$ cat config.mk
export PLATFORM = sky130hd
export DESIGN_NAME = fetch_cycle
export DESIGN_NICKNAME = d
export VERILOG_FILES = /design/src/rtl/riscv_pkg.sv /design/src/rtl/ifid_reg.sv /design/src/rtl/fetch_cycle.sv
export SDC_FILE = /design/constraint.sdc
export NUM_CORES = 1
export LEC_CHECK = 0
export BUFFER_PORTS_ARGS = -buffer_cell sky130_fd_sc_hd__buf_2
export CAP_MARGIN = 20
export CORE_MARGIN = 2
export CORE_UTILIZATION = 30
export DETAILED_ROUTE_END_ITERATION = 8
export HOLD_SLACK_MARGIN = 0.1
export SLEW_MARGIN = 10
export SYNTH_ARGS = -nofsm -noshare
export SYNTH_HDL_FRONTEND = slang
export SYNTH_SLANG_ARGS = --single-unit
$ cat constraint.sdc
create_clock -name clk -period 6.01 [get_ports clk]
set_input_delay 0.9015 -clock clk [delete_from_list [all_inputs] [get_ports clk]]
set_output_delay 0.9015 -clock clk [all_outputs]
set_load 0.02 [all_outputs]
$ cat src/rtl/riscv_pkg.sv
// Shared RV32I pipeline types and constants.
// Holds the fetch FSM encoding and the IF/ID payload layout.
package riscv_pkg;

   localparam int XLEN = 32;
   localparam logic [XLEN-1:0] NOP_INSTR = 32'h0000_0013;

   typedef enum logic [1:0] {
      REQ,
      WAIT,
      HOLD
   } fetch_state_t;

   typedef struct packed {
      logic [XLEN-1:0] instr;
      logic [XLEN-1:0] pc;
      logic [XLEN-1:0] pc_plus;
   } ifid_t;

endpackage

$ cat src/rtl/ifid_reg.sv
// IF/ID pipeline register: sync reset and flush to a bubble, load on a new
// instruction, hold while decode stalls.
module ifid_reg
   import riscv_pkg::*;
#(
   parameter logic [XLEN-1:0] BUBBLE = NOP_INSTR
) (
   input  logic  clk,
   input  logic  rst,
   input  logic  flush,
   input  logic  load,
   input  logic  stall,
   input  ifid_t din,
   output ifid_t dout,
   output logic  valid
);

   localparam ifid_t BUBBLE_WORD = '{instr: BUBBLE, pc: '0, pc_plus: '0};

   // NOTE: sequential state uses non-blocking assignments so every flop samples pre-edge values.
   always_ff @(posedge clk) begin
      if (rst || flush) begin
         dout  <= BUBBLE_WORD;
         valid <= 1'b0;
      end else if (load) begin
         dout  <= din;
         valid <= 1'b1;
      end else if (!stall) begin
         // Decode consumed the entry and nothing new arrived: present a bubble
         // rather than replaying the same instruction.
         dout  <= BUBBLE_WORD;
         valid <= 1'b0;
      end
   end

endmodule

$ cat src/rtl/fetch_cycle.sv
// RV32I instruction-fetch stage: owns PCF, issues one request at a time to
// instruction memory and feeds the IF/ID register with squash on redirect.
module fetch_cycle
   import riscv_pkg::*;
#(
   parameter logic [XLEN-1:0] RESET_PC  = 32'h0000_0000,
   parameter logic [XLEN-1:0] NOP_INSTR = riscv_pkg::NOP_INSTR
) (
   input  logic            clk,
   input  logic            rst,
   input  logic            PCSrcE,
   input  logic [XLEN-1:0] PCTargetE,
   input  logic            StallD,
   output logic            imem_req_valid,
   input  logic            imem_req_ready,
   output logic [XLEN-1:0] imem_addr,
   input  logic            imem_rsp_valid,
   input  logic [XLEN-1:0] imem_rsp_data,
   output logic [XLEN-1:0] InstrD,
   output logic [XLEN-1:0] PCD,
   output logic [XLEN-1:0] PCPlusD,
   output logic            ValidD
);

   fetch_state_t    state_q, state_d;
   logic [XLEN-1:0] pcf_q, pcf_d;
   logic [XLEN-1:0] pc_out_q, pc_out_d;
   logic            drop_q, drop_d;
   logic [XLEN-1:0] hold_instr_q, hold_instr_d;
   logic [XLEN-1:0] hold_pc_q, hold_pc_d;
   logic            ifid_load;
   ifid_t           ifid_din;
   ifid_t           ifid_q;

   always_ff @(posedge clk) begin
      if (rst) begin
         state_q      <= REQ;
         pcf_q        <= RESET_PC;
         pc_out_q     <= '0;
         drop_q       <= 1'b0;
         hold_instr_q <= '0;
         hold_pc_q    <= '0;
      end else begin
         state_q      <= state_d;
         pcf_q        <= pcf_d;
         pc_out_q     <= pc_out_d;
         drop_q       <= drop_d;
         hold_instr_q <= hold_instr_d;
         hold_pc_q    <= hold_pc_d;
      end
   end

   // NOTE: every signal driven here gets a default first, so no latch is inferred.
   always_comb begin
      state_d        = state_q;
      pcf_d          = pcf_q;
      pc_out_d       = pc_out_q;
      drop_d         = drop_q;
      hold_instr_d   = hold_instr_q;
      hold_pc_d      = hold_pc_q;
      imem_req_valid = 1'b0;
      ifid_load      = 1'b0;
      ifid_din       = '{instr: imem_rsp_data, pc: pc_out_q, pc_plus: pc_out_q + 32'd4};

      case (state_q)
         REQ: begin
            imem_req_valid = !PCSrcE;
            if (imem_req_valid && imem_req_ready) begin
               pc_out_d = pcf_q;
               pcf_d    = pcf_q + 32'd4;
               state_d  = WAIT;
            end
         end
         WAIT: begin
            if (imem_rsp_valid) begin
               if (PCSrcE || drop_q) begin
                  drop_d  = 1'b0;
                  state_d = REQ;
               end else if (StallD) begin
                  hold_instr_d = imem_rsp_data;
                  hold_pc_d    = pc_out_q;
                  state_d      = HOLD;
               end else begin
                  // Deliver and issue the next fetch in the same cycle.
                  ifid_load      = 1'b1;
                  imem_req_valid = 1'b1;
                  if (imem_req_ready) begin
                     pc_out_d = pcf_q;
                     pcf_d    = pcf_q + 32'd4;
                  end else begin
                     state_d = REQ;
                  end
               end
            end else if (PCSrcE) begin
               drop_d = 1'b1;
            end
         end
         HOLD: begin
            if (PCSrcE) begin
               state_d = REQ;
            end else if (!StallD) begin
               ifid_load = 1'b1;
               ifid_din  = '{instr: hold_instr_q, pc: hold_pc_q, pc_plus: hold_pc_q + 32'd4};
               state_d   = REQ;
            end
         end
         default: state_d = REQ;
      endcase

      // A redirect overrides whatever sequential PC the state logic chose.
      if (PCSrcE) begin
         pcf_d = PCTargetE;
      end
   end

   assign imem_addr = pcf_q;

   ifid_reg #(
      .BUBBLE(NOP_INSTR)
   ) u_ifid (
      .clk  (clk),
      .rst  (rst),
      .flush(PCSrcE),
      .load (ifid_load),
      .stall(StallD),
      .din  (ifid_din),
      .dout (ifid_q),
      .valid(ValidD)
   );

   assign InstrD  = ifid_q.instr;
   assign PCD     = ifid_q.pc;
   assign PCPlusD = ifid_q.pc_plus;

endmodule

== After elaboration in Yosys (flattened, before gate mapping) ==
Cells that the tools add are included.

* Register bits after elaboration: 228
* Output and inout bits: 130
* Logic and storage cells: 80
* Bits of input ports: 70

* Reduce and logical (&&, ||, !) cells: 13
* Bitwise operators: 1
* Muxes and demuxes: 37
* Equality and inequality tests: 16
* Add/subtract/negate cells: 3

{| class="wikitable"
|+ Operator list
! cell !! count
|-
| $mux 96 || 5
|-
| $mux 32 || 11
|-
| $pmux 32 s2 || 2
|-
| $add 32x3->32 const B || 3
|-
| $ne 3x3->1 const B || 6
|-
| $mux 2 || 7
|-
| $reduce_and 6->1 || 2
|-
| $ne 2x2->1 const B || 5
|-
| $mux 1 || 9
|-
| $reduce_and 4->1 || 2
|-
| $pmux 2 s3 || 1
|-
| $ne 2x1->1 const B || 2
|-
| $ne 4x4->1 const B || 1
|-
| $pmux 1 s2 || 2
|-
| $reduce_bool 2->1 || 2
|-
| $reduce_and 3->1 || 1
|-
| $reduce_bool 3->1 || 1
|-
| $eq 2x1->1 const B || 1
|-
| $eq 2x2->1 const B || 1
|-
| $logic_not 2->1 || 1
|-
| $logic_or 1x1->1 || 2
|-
| $logic_and 1x1->1 || 1
|-
| $logic_not 1->1 || 1
|-
| $not 1->1 || 1
|}

== Depth between registers and ports, before layout ==
Gate-level depths: netlist of the first run.

* Depth in word-level cells: 7
* Depth in mapped cells: 10
* Mapped depth without buffers: 7

== By module ==
From an unflattened synthesis of the first run, not the netlist that was laid out.

* Cells, all modules: 1533
* Area, all modules: 11532.3 sq um

{| class="wikitable"
|+ Modules (own cells, without submodules)
! module !! area each (sq um) !! cells an instance !! seq. area each (sq um) !! instances
|-
| fetch_cycle || 7504.7 || 1101 || 2622.5 || 1
|-
| ifid_reg || 4027.6 || 432 || 1941.9 || 1
|}

== Worst setup path before layout of the first run ==
OpenSTA, ideal clock, no wires.

* Path kind: input -> output
* From: input PCSrcE
* To: output imem_req_valid
* Required time: 5108 ps
* Path slack: 3447 ps
* Path buffers: 2
* Stages: 3
* Data arrival time: 1661 ps
* Cells stage by stage: clkbuf_1 > buf_1 > a21oi_1

* Longest elaborated chain between the ends: 4
* Elaborated cells on any way between the ends: 5
* Those cells by class: mux (3); reduce/logical (2)

{| class="wikitable"
|+ Ends and longest elaborated chain
! element !! RTL line !! RTL
|-
| start: declaration || fetch_cycle.sv:11 || <nowiki>input logic PCSrcE,</nowiki>
|-
| $logic_or 1x1->1 || fetch_cycle.sv:76 || <nowiki>if (PCSrcE || drop_q) begin</nowiki>
|-
| $mux 1 || fetch_cycle.sv:76 ||
|-
| $mux 1 || fetch_cycle.sv:75 || <nowiki>if (imem_rsp_valid) begin</nowiki>
|-
| $pmux 1 s2 (*) || fetch_cycle.sv:65 || <nowiki>case (state_q)</nowiki>
|-
| end: declaration || fetch_cycle.sv:14 || <nowiki>output logic imem_req_valid,</nowiki>
|}

Every way passes the cells marked *; elsewhere a longest branch is shown, timed or not.

== Worst setup path after layout of the first run ==
* From: input StallD
* To: register u_ifid.dout[9] (netlist bit)

* Longest elaborated chain between the ends: 5
* Elaborated cells on any way between the ends: 10
* Those cells by class: eq/ne (1); mux (9)

{| class="wikitable"
|+ Ends and longest elaborated chain
! element !! RTL line !! RTL
|-
| start: declaration || fetch_cycle.sv:13 || <nowiki>input logic StallD,</nowiki>
|-
| $mux 1 || fetch_cycle.sv:79, fetch_cycle.sv:101 ||
|-
| $mux 1 || fetch_cycle.sv:76 ||
|-
| $mux 1 || fetch_cycle.sv:75 ||
|-
| $pmux 1 s2 || fetch_cycle.sv:65 ||
|-
| $ne 2x1->1 (no source line) / $mux 96 (equally long branches) || n/a ||
|-
| end signal: assignment || ifid_reg.sv:26 || <nowiki>dout <= din;</nowiki>
|-
| end: declaration || ifid_reg.sv:14 || <nowiki>output ifid_t dout,</nowiki>
|}

Several ways; a longest one is shown, not always the timed one.
A chain may end at the register's enable or synchronous reset.

==> flow_metrics.env, run 1 <==
export IMPL_fin_area_um2=12500
export IMPL_area_growth_pct=20.3
export IMPL_die_x_um=190
export IMPL_post_cts_buffers=0
export IMPL_min_period_ns=3.07
export IMPL_fin_cells=1993
export IMPL_clock_latency_ns=0.53
export IMPL_cts_root_buf="clkbuf_16"
export IMPL_required_ns=6.43
export IMPL_ant_nets=0
export IMPL_route_detailed_drc=0
export IMPL_cts_resized=0
export IMPL_drt_iter0_drc=550
export IMPL_grt_use_total=0.176
export IMPL_path_cells="buf_2, buf_4, inv_1, o2111ai_4, buf_4, or2_2, a21oi_1, a22o_1"
export IMPL_placed_area_um2=11600
export IMPL_hp_class="reg -> reg"
export IMPL_critPathCaptureType="flop"
export IMPL_first_pass_iters=6
export IMPL_syn_num_nets=1469
export IMPL_final_common_cell="nand2_1"
export IMPL_path_max_fanout=77
export IMPL_clock_sinks=226
export IMPL_p_per_area_nw_per_um2=273
export IMPL_num_rows=68
export IMPL_synth_cell_types=59
export IMPL_final_cell_mix="nand2_1 (360), a21oi_1 (244), dfxtp_1 (226), buf_2 (198), nor2_1 (114)"
export IMPL_cts_made_buffers=26
export IMPL_synth_top_area_frac=0.435
export IMPL_setup_viol=0
export IMPL_synth_edf_count=0
export IMPL_dp_cells=1943
export IMPL_vias_per_cell=5.07
export IMPL_finalPower_mw=3.41
export IMPL_die_h_um=190
export IMPL_diodes=0
export IMPL_synthTopCellsByArea="dfxtp_1 (44%), nand2_1 (13%), a21oi_1 (12%)"
export IMPL_timing_fmax_mhz=326
export IMPL_synth_main_ff_cell="dfxtp_1"
export IMPL_layout_setup_ws_ns=2.94
export IMPL_cap_violations=0
export IMPL_cp_common_cell="buf_4"
export IMPL_synth_cells=1393
export IMPL_ys_seq_area_frac=0.435
export IMPL_setup_tns_ns=0
export IMPL_period_share=0.511
export IMPL_wirelength_mm=32.8
export IMPL_grt_pass1_vias=9488
export IMPL_synthArstFlopShare=0
export IMPL_antenna_found_initial=0
export IMPL_final_nets=1594
export IMPL_grt_max_degree=78
export IMPL_tritoncts="yes"
export IMPL_syn_mean_instance_area_um2=7.46
export IMPL_cts_hold_buffers=0
export IMPL_grt_first_pass_wirelength_mm=51.5
export IMPL_syn_area_um2=10400
export IMPL_start_kind="primary input"
export IMPL_worst_path_largest_cell_delay_ns=0.63
export IMPL_drive_gt1_frac=0.177
export IMPL_dp_slack_ns=2.37
export IMPL_fin_skew_ns=0.0104
export IMPL_initial_core_util=0.303
export IMPL_clockBufferDepth=3
export IMPL_hold_viol_final=0
export IMPL_cts_htree_levels=1
export IMPL_worst_slew_pin_slew_ns=0.871
export IMPL_die_area_um2=36100
export IMPL_overflow=0
export IMPL_globalplace_congestion=0.856
export IMPL_wl_per_cell_um=16.5
export IMPL_maxSlewHeadroom=0.419
export IMPL_slowest_stage="buf_4"
export IMPL_rsz0062_at_grt="no"
export IMPL_criticalPathCategory="in -> reg"
export IMPL_ios=200
export IMPL_reg2reg_slack_ns=3.26
export IMPL_path_clk_slew_ns=0.06
export IMPL_synth_largest_area_cell="dfxtp_1"
export IMPL_cellLeakagePower_nw=4.62
export IMPL_hpwl_mm=22.7
export IMPL_crit_arrival_ns=3.49
export IMPL_irDropWorstVdd_mv=0.171
export IMPL_io_buffers=199
export IMPL_status="completed"
export IMPL_maxSlewViolCount=0
export IMPL_synth_seq_cells=226
export IMPL_core_area_um2=34300
export IMPL_yosys_warnings=0
export IMPL_vias=10100
==> registers in the layout, indices dropped and copies added, names as in the netlist <==
register / count
imem_addr: 32
pc_out_q: 32
hold_pc_q: 32
hold_instr_q: 32
drop_q: 1
u_ifid.dout: 94
u_ifid.valid: 1
state_q: 2
==> power breakdown <==
group / total (mW) / internal [mW] / switching [mW]
registers: 1.58 / 1.53 / 0.0476
logic: 0.263 / 0.0865 / 0.176
clock network: 1.57 / 0.936 / 0.638
total: 3.41 / 2.55 / 0.861
==> kinds of logic (layout without fill, tap and decap cells) <==
kind of cell / count (synthesis) / after routing / synth area share
flip-flops: 226 / 226 / 0.435
XOR/XNOR: 64 / 64 / 0.0539
adder cells (fa/ha/maj): 6 / 6 / 0.00723
buffers and inverters: 131 / 276 / 0.0495
AND/OR/NAND/NOR: 615 / 615 / 0.256
AO/OA/AOI/OAI: 341 / 341 / 0.188
multiplexers: 10 / 10 / 0.00963
==> cell usage after synthesis, drive strengths merged (6+ instances only) <==
| library cell | n |
|---|---|
| a211oi | 22 |
| a21oi | 245 |
| a221o | 12 |
| a22oi | 6 |
| and3 | 9 |
| and4 | 10 |
| buf | 19 |
| clkbuf | 96 |
| dfxtp | 226 |
| ha | 6 |
| inv | 16 |
| mux2i | 10 |
| nand2 | 360 |
| nand3 | 37 |
| nand4 | 26 |
| nor2 | 115 |
| nor3 | 14 |
| nor4 | 9 |
| o21ai | 25 |
| or3 | 14 |
| xnor2 | 29 |
| xor2 | 35 |
==> worst max-delay path: cells and delay by family <==
| family | cells | cell delay, ns |
|---|---|---|
| simple gates | 1 | 0.24 |
| compound gates | 3 | 0.64 |
| buf+inv | 4 | 1.62 |
==> cell type report <==
class | count | area (um2)
Clock buffer | 38 | 777
Clock inverter | 10 | 77.6
Fill cell | 3622 | 21800
Inverter | 16 | 60.1
Multi-Input combinational cell | 1036 | 5380
Sequential cell | 226 | 4520
Tap cell | 455 | 569
Timing Repair Buffer | 212 | 1100
==> final timing paths <==
| kind | start | end | cells past startpoint |
|---|---|---|---|
| max | StallD | u_ifid.dout[9]$_SDFFE_PP0P_ | 8 |
| min | u_ifid.dout[6]$_SDFFE_PP0P_ | u_ifid.dout[6]$_SDFFE_PP0P_ | 2 |
| max reg2reg | state_q[1]$_SDFFE_PP0P_ | u_ifid.dout[9]$_SDFFE_PP0P_ | 8 |
| min reg2reg | u_ifid.dout[6]$_SDFFE_PP0P_ | u_ifid.dout[6]$_SDFFE_PP0P_ | 2 |
==> metal layers <==
layer | track usage | up-vias | share of wire
li1 | - | 5000 | -
met1 | 0.217 | 4807 | 0.42
met2 | 0.305 | 239 | 0.49
met3 | 0.0341 | 53 | 0.059
met4 | 0.0587 | 0 | 0.026
met5 | 0 | - | 0
==> per-stage QoR <==
step / utilization / hold WS (ns)
floorplan: - / 0.437
global placement: 0.339 / 0.442
detailed placement: 0.339 / 0.447
CTS: 0.364 / 0.455
global route: 0.364 / 0.471
finish: 0.364 / 0.453
Note: power is estimated with default switching activity, not from simulation.
==> inputs of run 2 (changes only) <==
clock period = 2.7 ns   (was 6.01 ns; I/O delays follow)
==> run 2 against run 1 <==
  * Hold slack got worse by 0.34 ns
  * Critical path depth fell by 2
  * Register-to-register slack worse by 3.0 ns
  * Power increased by 130%
  * Flip-flop and latch count is the same
==> flow_metrics.env, run 2 (synthesis results as in run 1) <==
export IMPL_fin_skew_ns=0.0287
export IMPL_min_period_ns=2.47
export IMPL_final_common_cell="nand2_1"
export IMPL_required_ns=2.30
export IMPL_hp_class="in -> reg"
export IMPL_criticalPathCategory="reg -> out"
export IMPL_ant_nets=0
export IMPL_tritoncts="yes"
export IMPL_path_buf_inv=3
export IMPL_drive_gt1_frac=0.185
export IMPL_die_h_um=190
export IMPL_maxSlewHeadroom=0.454
export IMPL_cts_resized=0
export IMPL_switching_share=0.248
export IMPL_multi_input_area_um2=5380
export IMPL_route_detailed_drc=0
export IMPL_top_register="u_ifid.dout"
export IMPL_worst_path_largest_cell_delay_ns=0.32
export IMPL_clock_latency_ns=0.54
export IMPL_die_area_um2=36100
export IMPL_final_cell_mix="nand2_1 (360), a21oi_1 (244), dfxtp_1 (226), buf_2 (198), nor2_1 (114)"
export IMPL_cap_violations=0
export IMPL_crit_arrival_ns=2.07
export IMPL_wirelength_mm=33.4
export IMPL_largest_reg_flops=94
export IMPL_first_pass_iters=5
export IMPL_final_nets=1617
export IMPL_fin_cells=2013
export IMPL_io_buffers=199
export IMPL_post_cts_buffers=0
export IMPL_status="completed"
export IMPL_setup_tns_ns=0
export IMPL_cts_root_buf="clkbuf_16"
export IMPL_wl_per_cell_um=16.6
export IMPL_seq_power_share=0.451
export IMPL_die_x_um=190
export IMPL_grt_use_total=0.177
export IMPL_maxSlewViolCount=0
export IMPL_diodes=0
export IMPL_antenna_found_initial=0
export IMPL_worst_slew_pin_slew_ns=0.819
export IMPL_comb_power_share=0.079
export IMPL_irDropWorstVdd_mv=0.444
export IMPL_grt_max_degree=71
export IMPL_clockPowerShare=0.470
export IMPL_cts_htree_levels=1
export IMPL_hpwl_mm=23.1
export IMPL_clockBufferDepth=3
export IMPL_globalplace_congestion=0.874
export IMPL_cellLeakagePower_nw=4.74
export IMPL_critPathCaptureType="primary output"
export IMPL_slowest_stage="dfxtp_1"
export IMPL_intPower_mw=5.85
export IMPL_period_share=0.915
export IMPL_ios=200
export IMPL_seqCellArea_um2=4520
export IMPL_vias_per_cell=5.10
export IMPL_cts_made_buffers=27
export IMPL_vias=10300
export IMPL_num_fill_cells=3589
export IMPL_path_max_fanout=7
export IMPL_drt_iter0_drc=772
export IMPL_p_per_area_nw_per_um2=610
export IMPL_setup_viol=0
export IMPL_path_delay_family="buffers and inverters"
export IMPL_path_cells="inv_1, ha_1, nand4bb_1, buf_4, a21oi_1, buf_2"
export IMPL_num_rows=68
export IMPL_overflow=0
export IMPL_path_clk_slew_ns=0.06
export IMPL_grt_pass1_vias=9437
export IMPL_initial_core_util=0.303
export IMPL_core_area_um2=34300
export IMPL_hold_viol_final=0
export IMPL_timing_fmax_mhz=405
export IMPL_power_switching_mw=1.93
export IMPL_start_kind="flop"
export IMPL_dp_cells=1963
export IMPL_rsz0062_at_grt="no"
export IMPL_clock_sinks=226
export IMPL_area_growth_pct=22.7
export IMPL_grt_first_pass_wirelength_mm=51.7
## run 2: cell count changes in the layout (fill, tap and decap cells not counted)
cell / change
clkbuf_8: -2
buf_4: +16
clkinv_2: -6
buf_12: +4
buf_6: -2
inv_6: +2
clkinv_4: +2
bufinv_16: +2
dlygate4sd3_1: +4
## run 2: what timing repair did
action,4_1_cts,5_1_grt
hold buffers,4,0
endpoints found under the setup margin,0,0
hold endpoints to repair,4,0
## run 2: layer usage
| layer | share of wire | wire (um) | GRT usage |
|---|---|---|---|
| met4 | 0.035 | 1170 | 0.0689 |
| met1 | 0.43 | 14200 | 0.225 |
| met2 | 0.48 | 16000 | 0.300 |
| met3 | 0.061 | 2030 | 0.0312 |
| met5 | 0 | 0 | 0 |
## run 2: layout make-up
type                            count  area share
Inverter                           16     0.00471
Tap cell                          455      0.0447
Timing Repair Buffer              234       0.104
Clock inverter                     10      0.0112
Multi-Input combinational cell   1036       0.422
Clock buffer                       36      0.0588
Sequential cell                   226       0.355
## run 2: path summary, 6_finish.rpt
kind | slack [ns] | start | to | cells past startpoint
hold / removal | 0.12 | PCTargetE[8] | imem_addr[8]$_SDFFE_PP0P_ | 3
hold reg to reg | 0.45 | hold_instr_q[4]$_SDFFE_PP0P_ | hold_instr_q[4]$_SDFFE_PP0P_ | 2
setup / recovery | 0.23 | state_q[1]$_SDFFE_PP0P_ | imem_req_valid | 6
setup reg to reg | 0.23 | imem_addr[4]$_SDFFE_PP0P_ | imem_addr[31]$_SDFFE_PP0P_ | 5
## run 2: worst reg2reg max path, cell delays in order, from the launching register on
cell and delay (ns):
dfxtp_1 0.44, nand4_1 0.38, nor3_2 0.52, nand4_1 0.34, or3_1 0.44, a311oi_1 0.26
## run 2: per-stage QoR
stage	util	area, um2	total power, mW	setup WS [ns]	hold WS (ns)
2_1_floorplan	-	10400	3.94	0.502	0.437
3_3_place_gp	0.345	11800	4.18	0.349	0.442
3_5_place_dp	0.345	11800	4.19	0.317	0.447
4_1_cts	0.372	12700	7.88	0.205	0.105
5_1_grt	0.372	12700	8.09	0.0803	0.118
6_report	0.372	12700	7.77	0.229	0.117
## run 2: power by group through the flow
stage                     clock, mW  sequential, mW  combinational (mW)
final                          3.65            3.51               0.615
after global routing           3.89            3.52               0.676
after CTS                      3.75            3.51               0.617
after detailed placement          0            3.58               0.609
after global placement            0            3.58               0.602
after floorplan                   0            3.58               0.360
